--- src/rtl/mtl_lcd_ctrl.sv ---
// rtl/mtl_lcd_ctrl.sv - LCD timing generator with 2x2-scaled NES frame-buffer readout
// Stage 0 counters/read request, stage 1 frame-buffer data, stage 2 palette, stage 3 outputs.
module mtl_lcd_ctrl #(
   parameter int H_TOTAL = 1056,
   parameter int V_TOTAL = 525,
   parameter int H_ACT0  = 50,
   parameter int V_ACT0  = 23,
   parameter int H_SYNC  = 30,
   parameter int V_SYNC  = 13
) (
   input  logic       i_lcd_clk,
   input  logic       i_rst,
   input  logic       i_en,
   output logic [7:0] o_pix_rx,
   output logic [7:0] o_pix_ry,
   output logic       o_pix_rd,
   input  logic [5:0] i_pix_idx,
   output logic       o_hsd,
   output logic       o_vsd,
   output logic [7:0] o_r,
   output logic [7:0] o_g,
   output logic [7:0] o_b,
   output logic       o_frame_start
);

   // Counters are at least 10 bits so the NES offset arithmetic always has room.
   localparam int XW = ($clog2(H_TOTAL) > 10) ? $clog2(H_TOTAL) : 10;
   localparam int YW = ($clog2(V_TOTAL) > 10) ? $clog2(V_TOTAL) : 10;

   localparam logic [XW-1:0] X_LAST = XW'(H_TOTAL - 1);
   localparam logic [YW-1:0] Y_LAST = YW'(V_TOTAL - 1);
   localparam logic [XW-1:0] NES_X0 = XW'(H_ACT0 + 144);
   localparam logic [XW-1:0] NES_X1 = XW'(H_ACT0 + 655);
   localparam logic [YW-1:0] NES_Y0 = YW'(V_ACT0);
   localparam logic [YW-1:0] NES_Y1 = YW'(V_ACT0 + 479);
   localparam logic [XW-1:0] HS_END = XW'(H_SYNC);
   localparam logic [YW-1:0] VS_END = YW'(V_SYNC);

   localparam logic [23:0] PALETTE [64] = '{
      24'h666666, 24'h002A88, 24'h1412A7, 24'h3B00A4, 24'h5C007E, 24'h6E0040, 24'h6C0600, 24'h561D00,
      24'h333500, 24'h0B4800, 24'h005200, 24'h004F08, 24'h00404D, 24'h000000, 24'h000000, 24'h000000,
      24'hADADAD, 24'h155FD9, 24'h4240FF, 24'h7527FE, 24'hA01ACC, 24'hB71E7B, 24'hB21030, 24'h994E00,
      24'h6B6D00, 24'h388700, 24'h0C9300, 24'h008F32, 24'h007C8D, 24'h000000, 24'h000000, 24'h000000,
      24'hFFFFFF, 24'h64B0FF, 24'h9290FF, 24'hC676FF, 24'hF36AFF, 24'hFE6ECC, 24'hFE8170, 24'hEA9E22,
      24'hBCBE00, 24'h88D800, 24'h5CE430, 24'h45E082, 24'h48CDDE, 24'h4F4F4F, 24'h000000, 24'h000000,
      24'hFFFFFF, 24'hC0DFFF, 24'hD3D2FF, 24'hE8C8FF, 24'hFBC2FF, 24'hFEC4EA, 24'hFECCC5, 24'hF7D8A5,
      24'hE4E594, 24'hCFEF96, 24'hBDF4AB, 24'hB3F3CC, 24'hB5EBF2, 24'hB8B8B8, 24'h000000, 24'h000000
   };

   logic [XW-1:0] xcnt, x_nxt, s1_x, s2_x;
   logic [YW-1:0] line, y_nxt, s1_y, s2_y;
   logic          nes_nxt;
   logic          s1_nes, s2_nes, s1_v, s2_v;
   logic [23:0]   s2_rgb;

   // Read request is registered from the next counter value so it lines up with xcnt.
   always_comb begin
      x_nxt = xcnt + 1'b1;
      y_nxt = line;
      if (xcnt == X_LAST) begin
         x_nxt = '0;
         y_nxt = (line == Y_LAST) ? '0 : line + 1'b1;
      end
      nes_nxt = (x_nxt >= NES_X0) && (x_nxt <= NES_X1) &&
                (y_nxt >= NES_Y0) && (y_nxt <= NES_Y1);
   end

   always_ff @(posedge i_lcd_clk or posedge i_rst) begin
      if (i_rst) begin
         xcnt          <= '0;
         line          <= '0;
         o_pix_rd      <= 1'b0;
         o_pix_rx      <= '0;
         o_pix_ry      <= '0;
         s1_x          <= '0;
         s1_y          <= '0;
         s1_nes        <= 1'b0;
         s1_v          <= 1'b0;
         s2_x          <= '0;
         s2_y          <= '0;
         s2_nes        <= 1'b0;
         s2_v          <= 1'b0;
         s2_rgb        <= '0;
         o_hsd         <= 1'b1;
         o_vsd         <= 1'b1;
         o_frame_start <= 1'b0;
         o_r           <= '0;
         o_g           <= '0;
         o_b           <= '0;
      end else begin
         xcnt     <= x_nxt;
         line     <= y_nxt;
         o_pix_rd <= nes_nxt;
         if (nes_nxt) begin
            o_pix_rx <= 8'((x_nxt - NES_X0) >> 1);
            o_pix_ry <= 8'((y_nxt - NES_Y0) >> 1);
         end

         s1_x   <= xcnt;
         s1_y   <= line;
         s1_nes <= o_pix_rd;
         s1_v   <= 1'b1;

         s2_x   <= s1_x;
         s2_y   <= s1_y;
         s2_nes <= s1_nes;
         s2_v   <= s1_v;
         s2_rgb <= PALETTE[i_pix_idx];

         // Until a real coordinate reaches stage 3 the outputs keep their idle values.
         o_hsd         <= !s2_v || (s2_x >= HS_END);
         o_vsd         <= !s2_v || (s2_y >= VS_END);
         o_frame_start <= s2_v && (s2_x == '0) && (s2_y == '0);
         {o_r, o_g, o_b} <= (i_en && s2_nes) ? s2_rgb : 24'h000000;
      end
   end

endmodule

--- config.mk ---
export PLATFORM = sky130hd
export DESIGN_NAME = mtl_lcd_ctrl
export DESIGN_NICKNAME = d
export VERILOG_FILES = /design/src/rtl/mtl_lcd_ctrl.sv
export SDC_FILE = /design/constraint.sdc
export NUM_CORES = 1
export LEC_CHECK = 0
export BUFFER_PORTS_ARGS = -buffer_cell sky130_fd_sc_hd__buf_4
export CORE_ASPECT_RATIO = 1.25
export CORE_MARGIN = 3
export CORE_UTILIZATION = 53
export CTS_CLUSTER_DIAMETER = 50
export DETAILED_ROUTE_END_ITERATION = 6
export PLACE_DENSITY_LB_ADDON = 0.3
export RECOVER_POWER = 50
export SETUP_SLACK_MARGIN = 0.2
export SLEW_MARGIN = 10
export SYNTH_ARGS = -nofsm -noshare
export SYNTH_HDL_FRONTEND = slang
export SYNTH_SLANG_ARGS = --single-unit
--- constraint.sdc ---
create_clock -name i_lcd_clk -period 5 [get_ports i_lcd_clk]
set_input_delay 1 -clock i_lcd_clk [delete_from_list [all_inputs] [get_ports i_lcd_clk]]
set_output_delay 1 -clock i_lcd_clk [all_outputs]
set_load 0.02 [all_outputs]
Word level (Yosys, flattened, before mapping). Memories as Yosys holds them, arrays and structs flattened. A register that Yosys moved wholly into a read port is not among the register bits. Cells that the tools add are included.

Add/subtract/negate cells: 4. Order comparisons: 6. Equal/unequal tests: 2. Muxes and demuxes: 4. Bitwise gates (word level): 1. Reductions and logical operators: 11.

Operators with widths (number): $mux 24 (1); $mux 10 (2); $add 11x1->11 const B (1); $eq 11x11->1 const B (1); $ge 11x5->1 const B (1); $ge 11x8->1 const B (1); $le 11x10->1 const B (1); $logic_not 11->1 (1); $mux 11 (1); $add 10x1->10 const B (1); $eq 10x10->1 const B (1); $ge 10x4->1 const B (1); $ge 10x5->1 const B (1); $le 10x9->1 const B (1); $logic_not 10->1 (1); $sub 9x5->9 const B (1); $sub 9x8->9 const B (1); $not 6->7 (1); $logic_and 1x1->1 (6); $logic_or 1x1->1 (2); $logic_not 1->1 (1).

Flip-flop bits (word level): 111. Memory bits (read-only): 1536. Input bits: 9. Output and inout port bits: 44. Memories kept: 1.

Memory list: (no name shown) (depth 64, width 24, rd ports 1, clocked after Yosys merged registers in 1, wr ports 0, RTL line 108) `s2_rgb <= PALETTE[i_pix_idx];`.

Depth between registers and ports, before layout. Gate-level depths: netlist of run 1.

Word-level depth: 6. Depth in mapped cells: 16. Depth with buffers taken out: 14.

Worst setup path after synthesis of run 1. Ideal clock, no wire load.

Path type: reg2reg. Start point: register xcnt[1]. End point: register o_pix_rx[4]. Setup time: 0.125 ns. Data arrival time: 3.305 ns. Slack: 1.570 ns. Stages on the path, launching flop included: 16. Buffers on the path: 3. Period minus slack after synthesis: 3.430 ns. Path through: dfrtp_1 > ha_1 > clkbuf_1 > nand4_1 > nor3_2 > buf_4 > nand2_1 > o22ai_1 > ha_1 > inv_1 > a211oi_1 > o21a_2 > nand4bb_4 > nand4_4 > buf_6 > mux2_4.

Elaborated cells between the ends (all ways): 12. Those cells by class: 2 x add/sub; 4 x order compare; 1 x eq/ne; 2 x mux; 3 x reduce/logical.

RTL lines: start, declared (RTL line 50) `logic [XW-1:0] xcnt, x_nxt, s1_x, s2_x;`; start signal, assigned (RTL line 91) `xcnt <= x_nxt;`; $eq 11x11->1 (*) (RTL line 60) `if (xcnt == X_LAST) begin`; $mux 10 (*) (RTL line 60); net y_nxt[1] (RTL line 51) `logic [YW-1:0] line, y_nxt, s1_y, s2_y;`; $ge 10x5->1 (RTL line 65) `(y_nxt >= NES_Y0) && (y_nxt <= NES_Y1);`; $logic_and 1x1->1 (RTL line 64) `nes_nxt = (x_nxt >= NES_X0) && (x_nxt <= NES_X1) &&`; $logic_and 1x1->1 (*) (RTL line 65); end signal, assigned (RTL line 95) `o_pix_rx <= 8'((x_nxt - NES_X0) >> 1);`; end, declared (RTL line 14) `output logic [7:0] o_pix_rx,`.

Mark *: on every way through the listed nets, which the timed path passes. The rest lies on a longest branch. A chain may end at the register's enable or synchronous reset.

Final worst setup path of run 1.
Start point: register xcnt[0]. End point: register o_pix_rx[5].

Longest elaborated chain between the ends: 6. Elaborated cells between the ends (all ways): 12. Those cells by class: 2 x add/sub; 4 x order compare; 1 x eq/ne; 2 x mux; 3 x reduce/logical.

RTL lines (RTL line): $add 11x1->11 or $eq 11x11->1 (tied branches) (58, 60); $mux 11 (60); $ge 11x8->1 or $le 11x10->1 (tied branches) (64); $logic_and 1x1->1 (2 in a row) (64); $logic_and 1x1->1 (65).

Several ways; a longest one is shown, not always the timed one.

==> impl_results.md, run 1 <==
* CTS buffer count at 17
* Startpoint types: flop
* Largest net degree at the start of global routing at between 80 and 90
* P per Cell Area at 317 nW/µm²
* Commonest non-fill, non-tap cell in the layout: dfrtp_1
* Routed wire length at around 18000 µm
* Sink Count at between 100 and 150
* Layout area overhead at 13.7%
* Post-CTS setup buffers at 0
* Unrepaired setup endpoints after global routing: false
* Slew margin rel. at -97.3%
* Max Cap Violations at 2
* Drt wl/cell at 19.9 µm
* Via count at 5849
* Post-Place Cells at 897
* CTS root buf: clkbuf_16
* Drt drc at 0
* Most used cell, CP: ha_1
* Row count at 46
* Most frequent cells in the layout: dfrtp_1, nand2_1, buf_4
* Grt ovf at 0
* # fillers at 1087
* Fraction of layout cells with a size suffix above 1 at 15.8%
* Post-synth EDFFs at 0
* Clock H-tree levels at 4
* Violated checks: capacitance limit, slew limit
* Die area at about 15000 µm²
* Routed Antenna Nets at 0
* Max VDD drop at about 0.00024 V
* Chip height at between 100 and 150 µm
* Chip width at about 110 µm
* Setup-failing EPs final at 0
* Final min period at 4.14 ns
* Leakage at 3.76 nW
* Final max-slew violation count at 106
* Slowest cell delay on critical path at 0.53 ns
* Final Hold Viols at 0
* Ys Warns at 0
* CP Data Arrival Time at between 4 and 5 ns
* Nets@finish at ~780
* R2r startpoint: xcnt[0]
* Place WS at 0.918 ns
* Post-Syn Area per Cell at approximately 9.7 µm²
* Met2 routed wirelength at ~9500 µm
* Core area at 12900 µm²
* Status: finished with violations
* Finished layout cell area at roughly 8100 µm²
* Post-synthesis cell count at 730
* Post-synthesis sequential area ratio at a little under half
* Initial Util at approximately 55%
* Maximum clock frequency at 241 MHz
* First-pass GRT wire length at 30000 µm
* Worst Tran Pin Value at 2.94 ns
* CTS tree: done
* Top layer reached by signal wires: met4
* Top FF cell, synth: dfrtp_1
* Vias in the first global route at ~5700
* Routability cong. at 0.970
* Initial antenna violation count at 0
* Synthesis-stage register bit count at roughly 140
* Register area at 3380 µm²
* Final Hold Slack at approximately 0.35 ns
* Crit-path leading delay family: simple AND/OR/NAND/NOR gates
* TNS Setup at 0 ns
* Placed inst area at 7500 µm²
* Vias/cell at between 6 and 7
* Period utilization at 82.9%
* Finished Layout Cells at just over 900
* Clock-pin slew on the worst setup and hold paths at 0.06 ns
* Fin util at 62.6%
* IO Port Bufs at between 50 and 60
* Met1 wire length at 6970 µm
* CP max stage cell: dfrtp_1
* Ports at 53
* Worst setup path class: reg -> reg
* Worst skew pair latency at 0.41 ns
* Worst min path class: reg -> reg
* Syn nets at 760
* Multi-input gate area at 3360 µm²
* DR pass1 iterations at 5
* Hold path start: s1_v
* Post-CTS Hold Fix Bufs at 0
* Cts repair resizes at 0
* Met3 WL at 1000 µm
* Tot GR Track Use at 26.2%
* Post-Syn Area at 7100 µm²
* Clock skew at 0.00859 ns
* Crit-path cells: ha_1 -> and4_1 -> nand3_2 -> nand2_1 -> ha_1 -> inv_1 -> a211o_1 -> a21oi_1 -> a31oi_1 -> o2bb2ai_1 -> nand4_4 -> mux2_4
* CP Capture Type: flop
* Number of diodes at 0
* Data required, critical path at 5.29 ns
* Detailed Route Iter0 Violations at 519
* Clk buf depth at 2
* Max FO, Critical Path at 17
* Pwr Total at 2.56 mW
* Post-DP HPWL at 12700 µm
* Final worst slack at 0.856 ns
* Netlist cell types at just under 80
* WP buf/inv at 1
* Crit path launch: xcnt[0]
* Ys async rst share at 100%
layer usage:
| layer | global-route usage [%] | vias to the layer above |
|---|---|---|
| met5 | 0 | - |
| met1 | 31.6 | 2833 |
| met3 | 4.20 | 74 |
| met2 | 43.7 | 253 |
| met4 | 15.5 | 0 |
| li1 | - | 2689 |
where the power goes:
part | internal (mW) | total, mW | switching (mW) | leakage, nW
registers | 1.12 | 1.12 | 0.00487 | 1.78
logic | 0.0618 | 0.213 | 0.151 | 1.70
clock network | 0.707 | 1.23 | 0.520 | 0.283
logic make-up (layout without fill, tap and decap cells):
logic type | after synthesis | after routing | synth area share [%]
and+or+nand+nor | 234 | 234 | 17.5
AOI/OAI and AO/OA | 207 | 207 | 19.4
adders and majority gates | 21 | 21 | 3.70
muxes | 22 | 22 | 3.95
buffers and inverters | 89 | 120 | 5.09
DFF | 135 | 135 | 47.6
xor gates and xnor gates | 21 | 21 | 2.70
other | 1 | 1 | 0.0528
area by class of cell:
type	instances	area share (%)
repair buffers	57	5.25
inverters	31	1.46
clock buffers	17	5.27
multi-input cells	506	41.6
clock inverters	15	1.94
flip-flops and latches	135	41.9
well taps	168	2.60
worst register-to-register path: cells and delay by family, from the launching register on:
family                     cells  cell delay [ns]
and+or+nand+nor                4             1.40
DFF                            1             0.53
buffers and inverters          1             0.10
muxes                          1             0.43
adders and majority gates      2             0.65
AOI/OAI and AO/OA              4             0.91
synthesized netlist by cell type (7+ instances only):
library cell	count	area (µm²)
dfrtp_1	133	3330
nand2_1	68	255
nor2_1	54	203
o21ai_0	53	265
a21oi_1	47	235
clkbuf_1	40	150
inv_1	28	105
and3_1	25	156
ha_1	21	263
nor3_1	15	75.1
a31oi_1	14	87.6
xnor2_1	14	123
a211oi_1	12	90.1
nand3_1	12	60.1
o211ai_1	10	75.1
o31ai_1	9	67.6
buf_1	8	30.0
mux2_2	8	90.1
nand4_1	8	50.1
mux2i_1	7	70.1
nor2b_1	7	43.8
nor4_1	7	43.8
or3_1	7	43.8
path summary, 6_finish.rpt:
path | slack, ns | end | cells past startpoint
max | 0.86 | o_pix_rx[5] | 12
min | 0.35 | s2_v | 0
max reg2reg | 0.86 | o_pix_rx[5] | 12
min reg2reg | 0.35 | s2_v | 0
max in group asynchronous | 1.07 | o_b[1] | 3
min in group asynchronous | 1.42 | s2_x[6] | 2
state kept, by name (all words and copies together) (netlist names):
name and count:
line 10, o_b 8, o_frame_start 1, o_g 8
o_hsd 1, o_pix_rd 1, o_pix_rx 8, o_pix_ry 8
o_r 8, o_vsd 1, s1_nes 1, s1_v 1
s1_x 11, s1_y 10, s2_nes 1, s2_rgb 24
s2_v 1, s2_x 11, s2_y 10, xcnt 11
Power figures use the tool's default switching activity.
==> inputs of run 2 (changes only) <==
Clock period 5 ns to 3.41 ns, I/O delays scaled along.
==> impl_results.md, run 2 (same netlist as run 1, synthesis figures left out) <==
* Crit-path leading delay family: simple AND/OR/NAND/NOR gates (unchanged)
* Routed Antenna Nets at 0 (unchanged)
* Max Cap Violations at 1 (was 2)
* Clock-pin slew on the worst setup and hold paths at 0.06 ns (about the same)
* R2r startpoint: xcnt[2] (was xcnt[0])
* Layout area overhead at 19.9% (was 13.7%)
* Leakage at 3.99 nW (was 3.76 nW)
* Core area at 12900 µm² (unchanged)
* Sink Count at 135 (unchanged)
* Violated checks: capacitance limit, slew limit (unchanged)
* CTS buffer count at 17 (unchanged)
* Reg-to-reg endpoint: o_pix_ry[1] (was o_pix_rx[5])
* Most frequent cells in the layout: dfrtp_1, buf_4, nand2_1 (was dfrtp_1, nand2_1, buf_4)
* Via count at 6123 (was 5849)
* CP max stage cell: dfrtp_1 (unchanged)
* Final worst slack at 0.210 ns (was 0.856 ns)
* Fin util at 66.1% (was 62.6%)
* CP Data Arrival Time at 3.50 ns (was 4.44 ns)
* Biggest register: s2_rgb (unchanged)
* IO Port Bufs at 52 (unchanged)
* Maximum clock frequency at 313 MHz (was 241 MHz)
* WHS Path Cells at 0 (unchanged)
* Row count at 46 (unchanged)
* Worst setup path class: reg -> reg (unchanged)
* CTS root buf: clkbuf_16 (unchanged)
* Setup-failing EPs final at 0 (unchanged)
* Grt ovf at 0 (unchanged)
* Chip height at 135 µm (unchanged)
* Place WS at 0.0144 ns (was 0.918 ns)
* Number of diodes at 0 (unchanged)
* Clock skew at 0.0117 ns (was 0.00859 ns)
* Data required, critical path at 3.71 ns (was 5.29 ns)
* Clk buf depth at 2 (unchanged)
* Startpoint types: flop (unchanged)
* Die area at 14800 µm² (unchanged)
* DR pass1 iterations at 6 (was 5)
* Vias in the first global route at 5882 (was 5726)
* Detailed Route Iter0 Violations at 591 (was 519)
* # fillers at 980 (was 1087)
* Finished layout cell area at 8520 µm² (was 8070 µm²)
* Initial Util at 55.1% (unchanged)
* Worst Tran Pin Value at 1.74 ns (was 2.94 ns)
* Tot GR Track Use at 26.5% (was 26.2%)
* Hold path start: s1_y[6] (was s1_v)
* Final Hold Viols at 0 (unchanged)
* Status: finished with violations (unchanged)
* Nets@finish at 816 (was 778)
* Largest net degree at the start of global routing at 136 (was 88)
* Crit-path cells: nand4_1 -> nor3_4 -> nand2_2 -> o21a_1 -> inv_2 -> ha_4 -> inv_1 -> a211oi_2 -> o21a_2 -> nand4bb_4 -> nand4_4 -> clkbuf_16 -> mux2_4 (was ha_1 -> and4_1 -> nand3_2 -> nand2_1 -> ha_1 -> inv_1 -> a211o_1 -> a21oi_1 -> a31oi_1 -> o2bb2ai_1 -> nand4_4 -> mux2_4)
* Max VDD drop at 0.000278 V (was 0.000242 V)
* Max FO, Critical Path at 13 (was 17)
* Fraction of layout cells with a size suffix above 1 at 20.4% (was 15.8%)
* TNS Setup at 0 ns (unchanged)
* Chip width at 110 µm (unchanged)
* WP buf/inv at 3 (was 1)
* Final min period at 3.20 ns (was 4.14 ns)
* Slew margin rel. at -15.8% (was -97.3%)
* Unrepaired setup endpoints after global routing: false (unchanged)
* Worst skew pair latency at 0.42 ns (was 0.41 ns)
* Placed inst area at 7680 µm² (was 7500 µm²)
* R2R cell count at 13 (was 12)
* First-pass GRT wire length at 30300 µm (was 30000 µm)
* Period utilization at 93.8% (was 82.9%)
* Max reg flops at 24 (unchanged)
* P per Cell Area at 473 nW/µm² (was 317 nW/µm²)
* Drt wl/cell at 20.5 µm (was 19.9 µm)
* Final max-slew violation count at 136 (was 106)
* CTS tree: done (unchanged)
* Ports at 53 (unchanged)
* Hold EP: s2_y[6] (was s2_v)
* Routed wire length at 19900 µm (was 18500 µm)
* Commonest non-fill, non-tap cell in the layout: dfrtp_1 (unchanged)
* Initial antenna violation count at 0 (unchanged)
* Post-DP HPWL at 13000 µm (was 12700 µm)
* Worst min path class: reg -> reg (unchanged)
* Drt drc at 0 (unchanged)
* Clock H-tree levels at 4 (unchanged)
* Vias/cell at 6.33 (was 6.30)
* Routability cong. at 0.956 (was 0.970)
* CP Capture Type: flop (unchanged)
* Slowest cell delay on critical path at 0.60 ns (was 0.53 ns)
* Post-CTS Hold Fix Bufs at 0 (unchanged)
* Reg-to-reg setup timing slack at 0.21 ns (was 0.86 ns)
-- run 2: worst max-delay path by stage --
stage | end | cells after the start | from
final | o_pix_ry[1] | 13 | xcnt[2]
after global routing | o_pix_rx[7] | 13 | xcnt[2]
after CTS | o_pix_ry[1] | 14 | xcnt[1]
after detailed placement | o_pix_ry[1] | 12 | xcnt[1]
after global placement | o_pix_rx[4] | 12 | xcnt[1]
after floorplan | o_pix_rx[4] | 14 | xcnt[7]
-- run 2: worst reg2reg max path, cell delays in order, from the launching register on --
cell and delay (ns):
dfrtp_1 0.60, nand4_1 0.30, nor3_4 0.31, nand2_2 0.10, o21a_1 0.21, inv_2 0.09, ha_4 0.13, inv_1 0.04
a211oi_2 0.27, o21a_2 0.21, nand4bb_4 0.17, nand4_4 0.14, clkbuf_16 0.21, mux2_4 0.30
-- run 2: stage by stage --
| step | power [mW] | hold WS, ns | cells |
|---|---|---|---|
| finish | 4.03 | 0.344 | 967 |
| global route | 4.16 | 0.351 | 967 |
| CTS | 4.05 | 0.348 | 953 |
| detailed placement | 1.98 | 0.335 | 919 |
| global placement | 1.98 | 0.333 | 919 |
| floorplan | 1.89 | 0.331 | 730 |
-- run 2: layout make-up --
cell class	count	area [µm²]	area share, %
well taps	168	210	2.47
clock inverters	12	213	2.50
inverters	31	118	1.38
clock buffers	20	457	5.36
repair buffers	95	721	8.46
flip-flops and latches	135	3380	39.7
multi-input cells	506	3420	40.1
-- run 2: what timing repair did --
item | in CTS | in global routing
pin swaps | 1 | 6
setup endpoints to repair | 16 | 17
hold endpoints to repair | 0 | 0
buffers inserted | 2 | 13
gates resized for setup | 6 | 10
cloned | 0 | 1
-- run 2: power breakdown --
group / internal (mW) / total [mW] / switching [mW]
clock network: 1.35 / 2.07 / 0.716
logic: 0.0935 / 0.313 / 0.220
registers: 1.64 / 1.64 / 0.00724
total: 3.08 / 4.03 / 0.943
-- run 2: per-layer routing --
| layer | vias to the layer above | track usage [%] | wire (µm) |
|---|---|---|---|
| met1 | 2939 | 30.3 | 7230 |
| met3 | 112 | 4.96 | 1190 |
| met5 | - | 0 | 0 |
| met4 | 0 | 15.2 | 1330 |
| met2 | 310 | 45.7 | 10100 |
| li1 | 2762 | - | - |
